--- src/rtl/hydra_pkg.sv ---
// Shared sizes, FSM state type and the WRR credit-reload helper for the
// priority scheduler.
package hydra_pkg;
  localparam int NUM_PRIOR = 8;
  localparam int CNT_W     = 8;
  localparam int CREDIT_W  = 4;
  localparam int PRIOR_W   = 3;
  localparam int WEIGHT_W  = 3;

  typedef enum logic [1:0] {IDLE, GRANT, BUSY} state_e;

  // A weight w buys w+1 grants per visit, so a full 3-bit weight needs 4 bits.
  function automatic logic [CREDIT_W-1:0] credit_of(
    input logic [NUM_PRIOR*WEIGHT_W-1:0] weights,
    input logic [PRIOR_W-1:0]            idx
  );
    return CREDIT_W'(weights[int'(idx)*WEIGHT_W +: WEIGHT_W]) + CREDIT_W'(1);
  endfunction
endpackage

--- src/rtl/prior_find.sv ---
// Find the first set request bit at or after a start index, wrapping 7 -> 0.
module prior_find
  import hydra_pkg::*;
(
  input  logic [NUM_PRIOR-1:0] req,
  input  logic [PRIOR_W-1:0]   start,
  output logic                 found,
  output logic [PRIOR_W-1:0]   idx
);
  // Scan from the far end so the closest hit to start overwrites the rest.
  always_comb begin
    found = 1'b0;
    idx   = start;
    for (int i = NUM_PRIOR - 1; i >= 0; i--) begin
      if (req[start + PRIOR_W'(i)]) begin
        found = 1'b1;
        idx   = start + PRIOR_W'(i);
      end
    end
  end
endmodule

--- src/rtl/prior_scheduler.sv ---
// Eight per-priority packet counters feeding a strict / weighted round robin
// grant FSM with a one-outstanding-grant handshake to a read engine.
module prior_scheduler
  import hydra_pkg::*;
(
  input  logic                          clk,
  input  logic                          rst,
  input  logic                          enq_vld,
  input  logic [PRIOR_W-1:0]            enq_prior,
  input  logic                          mode,
  input  logic [NUM_PRIOR*WEIGHT_W-1:0] wrr_weight,
  input  logic                          ready,
  input  logic                          done,
  output logic                          grant_vld,
  output logic [PRIOR_W-1:0]            grant_prior,
  output logic                          busy,
  output logic [NUM_PRIOR-1:0]          q_empty,
  output logic                          drop
);
  state_e               state_q, state_d;
  logic                 grant_vld_q, grant_vld_d;
  logic [PRIOR_W-1:0]   grant_prior_q, grant_prior_d;
  logic                 busy_q, busy_d;
  logic                 drop_q, drop_d;
  logic [PRIOR_W-1:0]   ptr_q, ptr_d;
  logic [CREDIT_W-1:0]  credit_q, credit_d;
  logic                 grant_wrr_q, grant_wrr_d;
  logic [NUM_PRIOR-1:0] nonempty;
  logic [NUM_PRIOR-1:0] full_hit;
  logic                 accept;
  logic [PRIOR_W-1:0]   find_start, find_idx;
  logic                 find_found;

  assign accept = grant_vld_q & ready;

  generate
    for (genvar gi = 0; gi < NUM_PRIOR; gi++) begin : g_cnt
      logic [CNT_W-1:0] cnt_q, cnt_d;
      logic             inc, dec;

      assign inc = enq_vld && (enq_prior == PRIOR_W'(gi));
      assign dec = accept && (grant_prior_q == PRIOR_W'(gi));
      assign nonempty[gi] = (cnt_q != '0);
      // A full counter still takes the enqueue when a grant frees a slot.
      assign full_hit[gi] = inc && !dec && (cnt_q == '1);

      always_comb begin
        cnt_d = cnt_q;
        if (inc && !dec && (cnt_q != '1)) begin
          cnt_d = cnt_q + 1'b1;
        end else if (dec && !inc) begin
          cnt_d = cnt_q - 1'b1;
        end
      end

      always_ff @(posedge clk) begin
        if (rst) begin
          cnt_q <= '0;
        end else begin
          cnt_q <= cnt_d;
        end
      end
    end
  endgenerate

  assign find_start = mode ? (ptr_q + 1'b1) : '0;

  prior_find u_find (
    .req   (nonempty),
    .start (find_start),
    .found (find_found),
    .idx   (find_idx)
  );

  always_comb begin
    state_d       = state_q;
    grant_vld_d   = grant_vld_q;
    grant_prior_d = grant_prior_q;
    busy_d        = busy_q;
    ptr_d         = ptr_q;
    credit_d      = credit_q;
    grant_wrr_d   = grant_wrr_q;
    drop_d        = |full_hit;
    case (state_q)
      IDLE: begin
        if (find_found) begin
          state_d     = GRANT;
          grant_vld_d = 1'b1;
          grant_wrr_d = mode;
          if (mode && nonempty[ptr_q] && (credit_q != '0)) begin
            grant_prior_d = ptr_q;
          end else begin
            grant_prior_d = find_idx;
            if (mode) begin
              ptr_d    = find_idx;
              credit_d = credit_of(wrr_weight, find_idx);
            end
          end
        end
      end
      GRANT: begin
        if (ready) begin
          state_d     = BUSY;
          grant_vld_d = 1'b0;
          busy_d      = 1'b1;
          if (grant_wrr_q && (credit_q != '0)) begin
            credit_d = credit_q - 1'b1;
          end
        end
      end
      BUSY: begin
        if (done) begin
          state_d = IDLE;
          busy_d  = 1'b0;
        end
      end
      default: state_d = IDLE;
    endcase
  end

  always_ff @(posedge clk) begin
    if (rst) begin
      state_q       <= IDLE;
      grant_vld_q   <= 1'b0;
      grant_prior_q <= '0;
      busy_q        <= 1'b0;
      drop_q        <= 1'b0;
      ptr_q         <= '0;
      credit_q      <= '0;
      grant_wrr_q   <= 1'b0;
    end else begin
      state_q       <= state_d;
      grant_vld_q   <= grant_vld_d;
      grant_prior_q <= grant_prior_d;
      busy_q        <= busy_d;
      drop_q        <= drop_d;
      ptr_q         <= ptr_d;
      credit_q      <= credit_d;
      grant_wrr_q   <= grant_wrr_d;
    end
  end

  assign grant_vld   = grant_vld_q;
  assign grant_prior = grant_prior_q;
  assign busy        = busy_q;
  assign drop        = drop_q;
  assign q_empty     = ~nonempty;
endmodule

--- config.mk ---
export PLATFORM = sky130hd
export DESIGN_NAME = prior_scheduler
export DESIGN_NICKNAME = d
export VERILOG_FILES = /design/src/rtl/hydra_pkg.sv /design/src/rtl/prior_find.sv /design/src/rtl/prior_scheduler.sv
export SDC_FILE = /design/constraint.sdc
export NUM_CORES = 1
export LEC_CHECK = 0
export BUFFER_PORTS_ARGS = -buffer_cell sky130_fd_sc_hd__buf_2
export CORE_ASPECT_RATIO = 0.7
export CORE_MARGIN = 2
export CORE_UTILIZATION = 42
export CTS_BUF_LIST = sky130_fd_sc_hd__clkbuf_2
export DETAILED_ROUTE_END_ITERATION = 10
export SKIP_CTS_REPAIR_TIMING = 1
export SLEW_MARGIN = 20
export SYNTH_ARGS = -nofsm -noshare
export SYNTH_HDL_FRONTEND = slang
export SYNTH_HIERARCHICAL = 1
export SYNTH_SLANG_ARGS = --single-unit
--- constraint.sdc ---
create_clock -name clk -period 11.2 [get_ports clk]
set_input_delay 2.8 -clock clk [delete_from_list [all_inputs] [get_ports clk]]
set_output_delay 2.8 -clock clk [all_outputs]
set_load 0.1 [all_outputs]
# After elaboration in Yosys (flattened, before gate mapping)
# Cells that the tools add are included.
dict set report word_totals {
  register_bits 80
  word_cells 258
}
dict set report op_classes {
  magnitude_cmp 9
  n_bitwise 3
  n_addsub 26
  n_mux 68
  n_reduce_logical 96
  n_shift 1
  n_eq_ne 38
  multipliers 1
}
# op count
set op_table {}
lappend op_table {{$mux W8} 16}
lappend op_table {{$add A8 B1 Y8 const B} 8}
lappend op_table {{$eq A8 B8 Y1 const B} 8}
lappend op_table {{$ne A8 B8 Y1 const B} 8}
lappend op_table {{$reduce_bool A8 Y1} 8}
lappend op_table {{$sub A8 B1 Y8 const B} 8}
lappend op_table {{$logic_and A1 B1 Y1} 51}
lappend op_table {{$lt A3 B4 Y1 const B} 9}
lappend op_table {{$mux W3} 10}
lappend op_table {{$bmux W1 S3} 9}
lappend op_table {{$eq A3 B3 Y1 const B} 8}
lappend op_table {{$shiftx A24 B6 Y3} 1}
lappend op_table {{$mux W1} 21}
lappend op_table {{$mux W4} 5}
lappend op_table {{$reduce_bool A2 Y1} 10}
lappend op_table {{$logic_not A1 Y1} 16}
lappend op_table {{$add A3 B3 Y3 const B} 4}
lappend op_table {{$eq A3 B2 Y1 const B} 4}
lappend op_table {{$ne A2 B2 Y1 const B} 6}
lappend op_table {{$reduce_and A3 Y1} 3}
lappend op_table {{$not A8 Y8} 1}
lappend op_table {{$pmux W4 S2} 1}
lappend op_table {{$reduce_or A8 Y1} 1}
lappend op_table {{$add A3 B1 Y3 const B} 2}
lappend op_table {{18 further kinds} 24}

# Depth between registers and ports, before layout
# Gate-level depths: netlist of the first run.
dict set report logic_depth {
  depth_word 20
  ltp_mapped 19
}

# Modules after synthesis
# The synthesis of the first run kept the hierarchy.
# module area_per_inst_um2 instances cells_each
set by_module_without_submodules {}
lappend by_module_without_submodules {prior_scheduler 5843.1 1 690}
lappend by_module_without_submodules {prior_find 790.8 1 92}

# Least setup slack after synthesis of the first run
# OpenSTA, ideal clock, no wires.
dict set report synth_timing {
  kind {input to register}
  start {input mode}
  end {register credit_q[2]}
  cell_stages 16
  slack_ns 4.131
  t_arrival_ns 6.931
  t_required_ns 11.062
  n_path_buf 3
  path_cell_list {nor2b_1 -> buf_6 -> buf_2 -> inv_2 -> ha_1 -> mux4_2 -> mux2_4 -> or4_1 -> o31a_1 -> clkbuf_1 -> mux4_2 -> mux2_2 -> ha_1 -> or2_2 -> o211ai_1 -> a221oi_1}
}
dict set report synth_via {
  elab_chain_len 19
  elab_cells_between_ends 53
  classes_between {add/sub: 8; mul: 1; eq/ne: 3; shift: 1; mux: 37; reduce/logical: 3}
}
# item line_no
set synth_rtl {}
lappend synth_rtl {{start, declared} prior_scheduler.sv:10} ;# input logic mode,
lappend synth_rtl {{$mux W3 *} prior_scheduler.sv:66} ;# assign find_start = mode ? (ptr_q + 1'b1) : '0;
lappend synth_rtl {{$add A3 B3 Y3} {prior_find.sv:15, prior_find.sv:17}}
lappend synth_rtl {{$bmux W1 S3} prior_find.sv:15} ;# if (req[start + PRIOR_W'(i)]) begin
lappend synth_rtl {{$mux W1 (not written as such)} prior_find.sv:15}
lappend synth_rtl {{$mux W3 (7 in series)} prior_find.sv:15}
lappend synth_rtl {{$mux W3 *} prior_find.sv:15}
lappend synth_rtl {{named net find_idx[1]} prior_scheduler.sv:31} ;# logic [PRIOR_W-1:0] find_start, find_idx;
lappend synth_rtl {{$mul A3 B2 Y5 *} hydra_pkg.sv:17} ;# return CREDIT_W'(weights[int'(idx)*WEIGHT_W +: WEIGHT_W]) + CREDIT_W'(1);
lappend synth_rtl {{$shiftx A24 B6 Y3 *} hydra_pkg.sv:17}
lappend synth_rtl {{$add A3 B1 Y4 *} hydra_pkg.sv:17}
lappend synth_rtl {{$mux W4 *} prior_scheduler.sv:94} ;# if (mode) begin
lappend synth_rtl {{$mux W4 *} prior_scheduler.sv:90} ;# if (mode && nonempty[ptr_q] && (credit_q != '0)) begin
lappend synth_rtl {{$mux W4 *} prior_scheduler.sv:86} ;# if (find_found) begin
lappend synth_rtl {{$pmux W4 S2 *} prior_scheduler.sv:84} ;# case (state_q)
lappend synth_rtl {{end signal, assigned} prior_scheduler.sv:138} ;# credit_q <= credit_d;
lappend synth_rtl {{end, declared} prior_scheduler.sv:26} ;# logic [CREDIT_W-1:0] credit_q, credit_d;
# Mark *: on every way through the listed nets, which the timed path passes. The rest lies on a longest branch. The select of a mux whose other input is x is not followed.
# A chain may end at the register's enable or synchronous reset.

# Worst setup path after layout of the first run
dict set report layout_timing {
  start {input mode}
  end {register credit_q[2]}
}
dict set report layout_via {
  elab_chain_len 19
  elab_cells_between_ends 53
  classes_between {add/sub: 8; mul: 1; eq/ne: 3; shift: 1; mux: 37; reduce/logical: 3}
}
# item line_no
set layout_rtl {}
lappend layout_rtl {{$mux W3 *} prior_scheduler.sv:66}
lappend layout_rtl {{named net find_start[1]} prior_scheduler.sv:31}
lappend layout_rtl {{$add A3 B3 Y3} {prior_find.sv:15, prior_find.sv:17}}
lappend layout_rtl {{$bmux W1 S3} prior_find.sv:15}
lappend layout_rtl {{$mux W1 (not written as such)} prior_find.sv:15}
lappend layout_rtl {{$mux W3 (7 in series)} prior_find.sv:15}
lappend layout_rtl {{$mux W3 *} prior_find.sv:15}
lappend layout_rtl {{named net find_idx[1]} prior_scheduler.sv:31}
lappend layout_rtl {{$mul A3 B2 Y5 *} hydra_pkg.sv:17}
lappend layout_rtl {{$shiftx A24 B6 Y3 *} hydra_pkg.sv:17}
lappend layout_rtl {{$add A3 B1 Y4 *} hydra_pkg.sv:17}
lappend layout_rtl {{$mux W4 *} prior_scheduler.sv:94}
lappend layout_rtl {{$mux W4 *} prior_scheduler.sv:90}
lappend layout_rtl {{$mux W4 *} prior_scheduler.sv:86}
lappend layout_rtl {{$pmux W4 S2 *} prior_scheduler.sv:84}
# Marks and branches as above.

==> flow_summary.json, run 1 <==
{
  "dpl_worst_slack_ps": 3391,
  "maxSlewHeadroom_pct": 45.38,
  "clock-sinks": 80,
  "drc": 0,
  "worst-path-stages": 14,
  "avgRoutedWirePerCell_um": 16.05,
  "max_stage_delay_ps": 590,
  "cts_root_buffer": "clkbuf_2",
  "dr.pass1.iters": 5,
  "intPower_uw": 846.6,
  "drive_gt1_share_pct": 12.45,
  "yosysTopAreaCell": "dfxtp_1",
  "grt_usage_pct": 20.19,
  "pin_count": 47,
  "grt_pass1_vias": 5628,
  "arrival_ps": 7510,
  "ys_seq_area_share_pct": 24.14,
  "drt-total-wl_um": 16480,
  "cts_buffers": 9,
  "cp_data_required_time_ps": 11670,
  "die-width_um": 154.2,
  "worst_r2r_endpoint": "credit_q[2]$_SDFFE_PP0P_",
  "r2r_cells": 14,
  "path_buf_inv": 2,
  "setup_ws_ps": 4164,
  "finalMaxSlewViolations": 0,
  "setup_viol": 0,
  "pwr-share-comb_pct": 69.5,
  "critPathMaxFanout": 15,
  "power_density_nw_per_um2": 241.3,
  "fin_nets": 918,
  "dp.final_hpwl_um": 12350,
  "synth_area_um2": 6634,
  "avgSynthCellArea_um2": 8.483,
  "reg2reg_setup_slack_ps": 5770,
  "seq_power_share_pct": 22.4,
  "h-tree-depth": 3,
  "cpLargestDelayFamily": "multiplexers",
  "rsz0062_at_grt": "false",
  "fillers": 1500,
  "crit_path_end": "credit_q[2]$_SDFFE_PP0P_",
  "gp_congestion": 0.8605,
  "postRouteAntennaNets": 0,
  "leakage_uw": 0.002875,
  "crit_path_start": "mode",
  "synth_area_leaders": "dfxtp_1, ha_1, mux2i_1",
  "finalCritPeriodShare_pct": 62.82,
  "max-cap-violations": 0,
  "status": "complete, no violations",
  "antenna_found_initial": 0,
  "clk_latency_ps": 600,
  "finalHoldViolations": 0,
  "portBuffers": 46,
  "tns_ps": 0,
  "die_h_um": 109.2,
  "yosysWarnings": 6,
  "ir_drop_uv": 106.2,
  "rows": 38,
  "timing.hold.ws_ps": 488.5,
  "min_period_ps": 7036,
  "worst_pin_slew_ps": 814.3,
  "path_clk_slew_ps": 220,
  "synth_ff_type": "dfxtp_1",
  "n_antenna_cell": 0,
  "viasPerCell": 5.833,
  "slowest_stage": "and2_1",
  "clock_skew_ps": 22.53,
  "ys_ff_latch": 80,
  "cp-end-kind": "register",
  "path_cells": "buf_2 -> and2_1 -> inv_2 -> ha_1 -> mux4_2 -> mux2_4 -> or4_1 -> o31a_1 -> mux4_2 -> mux2_2 -> ha_1 -> or2_2 -> o211ai_1 -> a221oi_1",
  "cp-start-kind": "primary input",
  "final_area_um2": 7142,
  "max_clock_freq_mhz": 142.1,
  "placedInstanceArea_um2": 7056,
  "p_switching_uw": 876.6,
  "core_um2": 15450,
  "hold_class": "reg2reg",
  "synthArstFlopShare_pct": 0,
  "start_util_pct": 42.93,
  "grt_max_degree": 63,
  "drtIter0Drc": 349,
  "syn_nets": 878,
  "grt_overflow_total": 0,
  "cts_tree": "done",
  "switching_share_pct": 50.87,
  "critPathKind": "in2reg",
  "ys_types": 67,
  "synthToLayoutAreaGrowth_pct": 7.658,
  "r2r-start": "ptr_q[0]$_SDFFE_PP0P_",
  "synth_top_area_share_pct": 24.14,
  "vias": 5991,
  "p_clk_share_pct": 8.1,
  "clk_path_buf_depth": 2,
  "grt_pass1_wl_um": 27420,
  "synthCells": 782,
  "synth_edf_count": 0,
  "dieArea_um2": 16830
}
==> metrics by stage <==
step                cells  power (µW)  utilization (%)
finish               1027        1723            46.22
global route         1027        1864            46.22
CTS                  1027        1725            46.19
detailed placement   1011        1576            45.66
global placement     1011        1541            45.66
floorplan             782        1350                -
==> layer usage <==
metal	vias to the layer above	track usage, %	wire length [µm]
li1	2979	-	-
met1	2871	27.52	8150
met2	126	32.51	7366
met3	15	4.928	777
met4	0	4.606	185
met5	-	0	0
==> cells by family after synthesis <==
kind of cell / Yosys count / synth area share [%]
AND/OR/NAND/NOR: 279 / 20.88
AO/OA/AOI/OAI: 187 / 18.96
flip-flops: 80 / 24.14
multiplexers: 72 / 13.77
adder cells (fa/ha/maj): 63 / 12.79
buffers and inverters: 54 / 3.263
XOR/XNOR: 47 / 6.205
==> worst min-delay path, delay by kind of cell (launching register included) <==
| kind | cells | cell delay [ps] |
|---|---|---|
| AO/OA/AOI/OAI | 1 | 60 |
| AND/OR/NAND/NOR | 1 | 60 |
| flip-flops | 1 | 360 |
==> cells in the final DEF (no fill, tap or decap), types with 12 or more instances in the layout <==
cell type / Yosys / final
nor2_1: 101 / 101
dfxtp_1: 80 / 80
ha_1: 55 / 55
a21oi_1: 52 / 52
mux2i_1: 47 / 47
buf_2: 4 / 46
nand2_1: 43 / 43
xnor2_1: 35 / 35
inv_1: 30 / 30
nand3_1: 28 / 28
o21ai_0: 24 / 23
nand4_1: 19 / 19
a21o_1: 19 / 19
nor4_1: 18 / 18
nor3_1: 16 / 16
o21a_1: 16 / 16
a211oi_1: 15 / 15
mux4_2: 13 / 13
xor2_1: 12 / 12
clkbuf_2: 1 / 12
==> how the worst min path moves through the flow <==
stage	depth (start not counted)	to	startpoint
after floorplan	2	grant_wrr_q$_SDFFE_PP0P_	grant_wrr_q$_SDFFE_PP0P_
after global placement	2	busy$_SDFFE_PP0P_	busy$_SDFFE_PP0P_
after detailed placement	2	grant_wrr_q$_SDFFE_PP0P_	grant_wrr_q$_SDFFE_PP0P_
after CTS	2	grant_wrr_q$_SDFFE_PP0P_	grant_wrr_q$_SDFFE_PP0P_
after global routing	2	busy$_SDFFE_PP0P_	busy$_SDFFE_PP0P_
final	2	grant_wrr_q$_SDFFE_PP0P_	grant_wrr_q$_SDFFE_PP0P_
==> sequential cells by signal (all words and copies together), names as in the netlist <==
name	flops
grant_prior	3
grant_wrr_q	1
drop	1
state_q	2
ptr_q	3
busy	1
g_cnt.cnt_q	64
credit_q	4
grant_vld	1
==> cells in the mapped netlist, types with 3 or more instances <==
cell / number
a211o_1: 4
nor2b_1: 10
o22ai_1: 4
o31a_1: 9
nor3_1: 16
o2111ai_1: 6
or3_1: 7
nand3_1: 28
a221oi_1: 4
nand2_1: 43
a211oi_1: 15
o211ai_1: 3
ha_1: 55
clkbuf_1: 14
mux2_2: 10
dfxtp_1: 80
a21oi_1: 52
o21ai_1: 3
fa_1: 8
and2_1: 4
inv_1: 30
a311oi_1: 3
o21a_1: 16
xnor2_1: 35
mux4_2: 13
mux2i_1: 47
buf_2: 4
nand3b_1: 5
xor2_1: 12
nor2_1: 101
and3_1: 5
a21o_1: 19
o21ai_0: 24
nand4_1: 19
o21bai_1: 9
nor4_1: 18
nand2b_1: 6
==> power groups by stage <==
stage                     sequential (µW)  combinational [µW]  clock (µW)
after global routing                  394                1310         158
after floorplan                       414                 936           0
final                                 386                1200         140
after global placement                388                1150           0
after detailed placement              391                1190           0
after CTS                             385                1190         149
==> area by class of cell <==
| cell class | count | area [µm²] | share of cell area (%) |
|---|---|---|---|
| Tap cell | 200 | 250.2 | 3.504 |
| Clock buffer | 12 | 60.06 | 0.8409 |
| Clock inverter | 4 | 21.27 | 0.2978 |
| Sequential cell | 80 | 1602 | 22.42 |
| Inverter | 32 | 120.1 | 1.682 |
| Multi-Input combinational cell | 648 | 4821 | 67.50 |
| Timing Repair Buffer | 51 | 267.8 | 3.749 |
No activity file was read; power rests on OpenSTA's default activity.
==> inputs of run 2 (changes only) <==
==> constraint.sdc (replaced) <==
create_clock -name clk -period 7.2 [get_ports clk]
set_input_delay 1.8 -clock clk [delete_from_list [all_inputs] [get_ports clk]]
set_output_delay 1.8 -clock clk [all_outputs]
set_load 0.1 [all_outputs]
==> flow_summary.json, run 2 (synthesis results as in run 1) <==
{
  "status": "complete, no violations",
  "intPower_uw": 1316,
  "grt_pass1_vias": 5660,
  "drive_gt1_share_pct": 12.33,
  "cp-end-kind": "register",
  "drt-total-wl_um": 16350,
  "min_delay_path_depth": 2,
  "p_switching_uw": 1349,
  "antenna_found_initial": 0,
  "post-route-util_pct": 46.21,
  "cts_tree": "done",
  "fillers": 1515,
  "core_um2": 15450,
  "p_clk_share_pct": 7.8,
  "dr.pass1.iters": 7,
  "grt_overflow_total": 0,
  "die_h_um": 109.2,
  "critPathMaxFanout": 15,
  "mostFrequentLayoutCells": "nor2_1, dfxtp_1, ha_1",
  "gp_congestion": 0.8664,
  "postRouteAntennaNets": 0,
  "min_period_ps": 5991,
  "placedInstanceArea_um2": 7063,
  "clock-sinks": 80,
  "final_area_um2": 7141,
  "grt_pass1_wl_um": 27360,
  "largest_reg_flops": 64,
  "cts_buffers": 9,
  "pin_count": 47,
  "dieArea_um2": 16830,
  "finalMaxSlewViolations": 0,
  "vias": 6012,
  "drtIter0Drc": 372,
  "finalHoldViolations": 0,
  "viasPerCell": 5.854,
  "finalCritPeriodShare_pct": 83.21,
  "rsz0062_at_grt": "false",
  "dp.final_hpwl_um": 12260,
  "timing.hold.ws_ps": 492.3,
  "clock_skew_ps": 26.16,
  "path_cells": "buf_2 -> and2_1 -> inv_2 -> ha_1 -> mux4_2 -> mux2_4 -> or4_1 -> o31a_1 -> mux4_2 -> mux2_2 -> ha_1 -> or2_2 -> o211ai_1 -> a221oi_1",
  "worst-path-stages": 14,
  "start_util_pct": 42.93,
  "ir_drop_uv": 169.3,
  "cts_root_buffer": "clkbuf_2",
  "portBuffers": 46,
  "seq_power_share_pct": 22.5,
  "clk_latency_ps": 610,
  "pwr-share-comb_pct": 69.7,
  "cp-start-kind": "primary input",
  "avgRoutedWirePerCell_um": 15.92,
  "drc": 0,
  "grt_max_degree": 47,
  "dpl_worst_slack_ps": 561.5,
  "setup_ws_ps": 1209,
  "path_clk_slew_ps": 220,
  "r2r_cells": 14,
  "path_buf_inv": 2,
  "hold_class": "reg2reg",
  "slowest_stage": "and2_1",
  "max-cap-violations": 0,
  "max_stage_delay_ps": 580,
  "regMostFlops": "g_cnt.cnt_q",
  "critPathKind": "in2reg",
  "n_antenna_cell": 0,
  "arrival_ps": 6490,
  "top_regs": "g_cnt.cnt_q (64), credit_q (4)",
  "cp_data_required_time_ps": 7700,
  "leakage_uw": 0.002878,
  "worst_pin_slew_ps": 1027,
  "clk_path_buf_depth": 2,
  "switching_share_pct": 50.60,
  "grt_usage_pct": 20.03,
  "die-width_um": 154.2,
  "maxSlewHeadroom_pct": 31.11,
  "tns_ps": 0,
  "h-tree-depth": 3,
  "final_common_cell": "nor2_1",
  "synthToLayoutAreaGrowth_pct": 7.639,
  "setup_viol": 0,
  "fin_nets": 919,
  "max_clock_freq_mhz": 166.9,
  "cpLargestDelayFamily": "multiplexers",
  "rows": 38,
  "power_density_nw_per_um2": 373.2
}
[run 2: cell types whose count changed in the layout (fill, tap and decap cells not counted), sizes merged]
| cell | delta |
|---|---|
| buf | +1 |
| clkbuf | -1 |
| clkinv | +1 |
| clkinvlp | -1 |
[run 2: final timing paths]
kind,slack (ps),startpoint,end
setup reg to reg,1790,ptr_q[0]$_SDFFE_PP0P_,credit_q[2]$_SDFFE_PP0P_
hold / removal,490,busy$_SDFFE_PP0P_,busy$_SDFFE_PP0P_
setup / recovery,1210,mode,credit_q[2]$_SDFFE_PP0P_
hold reg to reg,490,busy$_SDFFE_PP0P_,busy$_SDFFE_PP0P_
[run 2: layout make-up]
| type | count | area, µm² | area share [%] |
|---|---|---|---|
| Sequential cell | 80 | 1602 | 22.43 |
| Inverter | 32 | 120.1 | 1.682 |
| Clock inverter | 4 | 22.52 | 0.3154 |
| Multi-Input combinational cell | 648 | 4816 | 67.44 |
| Clock buffer | 11 | 55.05 | 0.7710 |
| Timing Repair Buffer | 52 | 275.3 | 3.855 |
| Tap cell | 200 | 250.2 | 3.504 |
[run 2: metal layers]
layer / global-route usage (%) / share of wire, %
met2: 32.09 / 44
met3: 4.730 / 5.3
met1: 27.19 / 49
met4: 5.474 / 1.5
met5: 0 / 0
[run 2: power by group through the flow]
stage                     registers, µW  logic (µW)  clock network, µW
after floorplan                     644        1460                  0
after global placement              604        1800                  0
after detailed placement            606        1840                  0
after CTS                           597        1850                221
after global routing                613        2020                237
final                               600        1860                209
[run 2: worst register-to-register path: stages, from the launching register on]
cell      delay [ps]
dfxtp_1          450
ha_1             310
and2_1           560
inv_2            220
ha_1             470
mux4_2           430
mux2_4           320
or4_1            520
o31a_1           460
mux4_2           490
mux2_2           310
ha_1             200
or2_2            290
o211ai_1         180
a221oi_1         100
[run 2: per-stage QoR]
| stage | total power (µW) | cells |
|---|---|---|
| 6_report | 2665 | 1027 |
| 5_1_grt | 2871 | 1027 |
| 4_1_cts | 2663 | 1027 |
| 3_5_place_dp | 2444 | 1012 |
| 3_3_place_gp | 2402 | 1012 |
| 2_1_floorplan | 2101 | 782 |
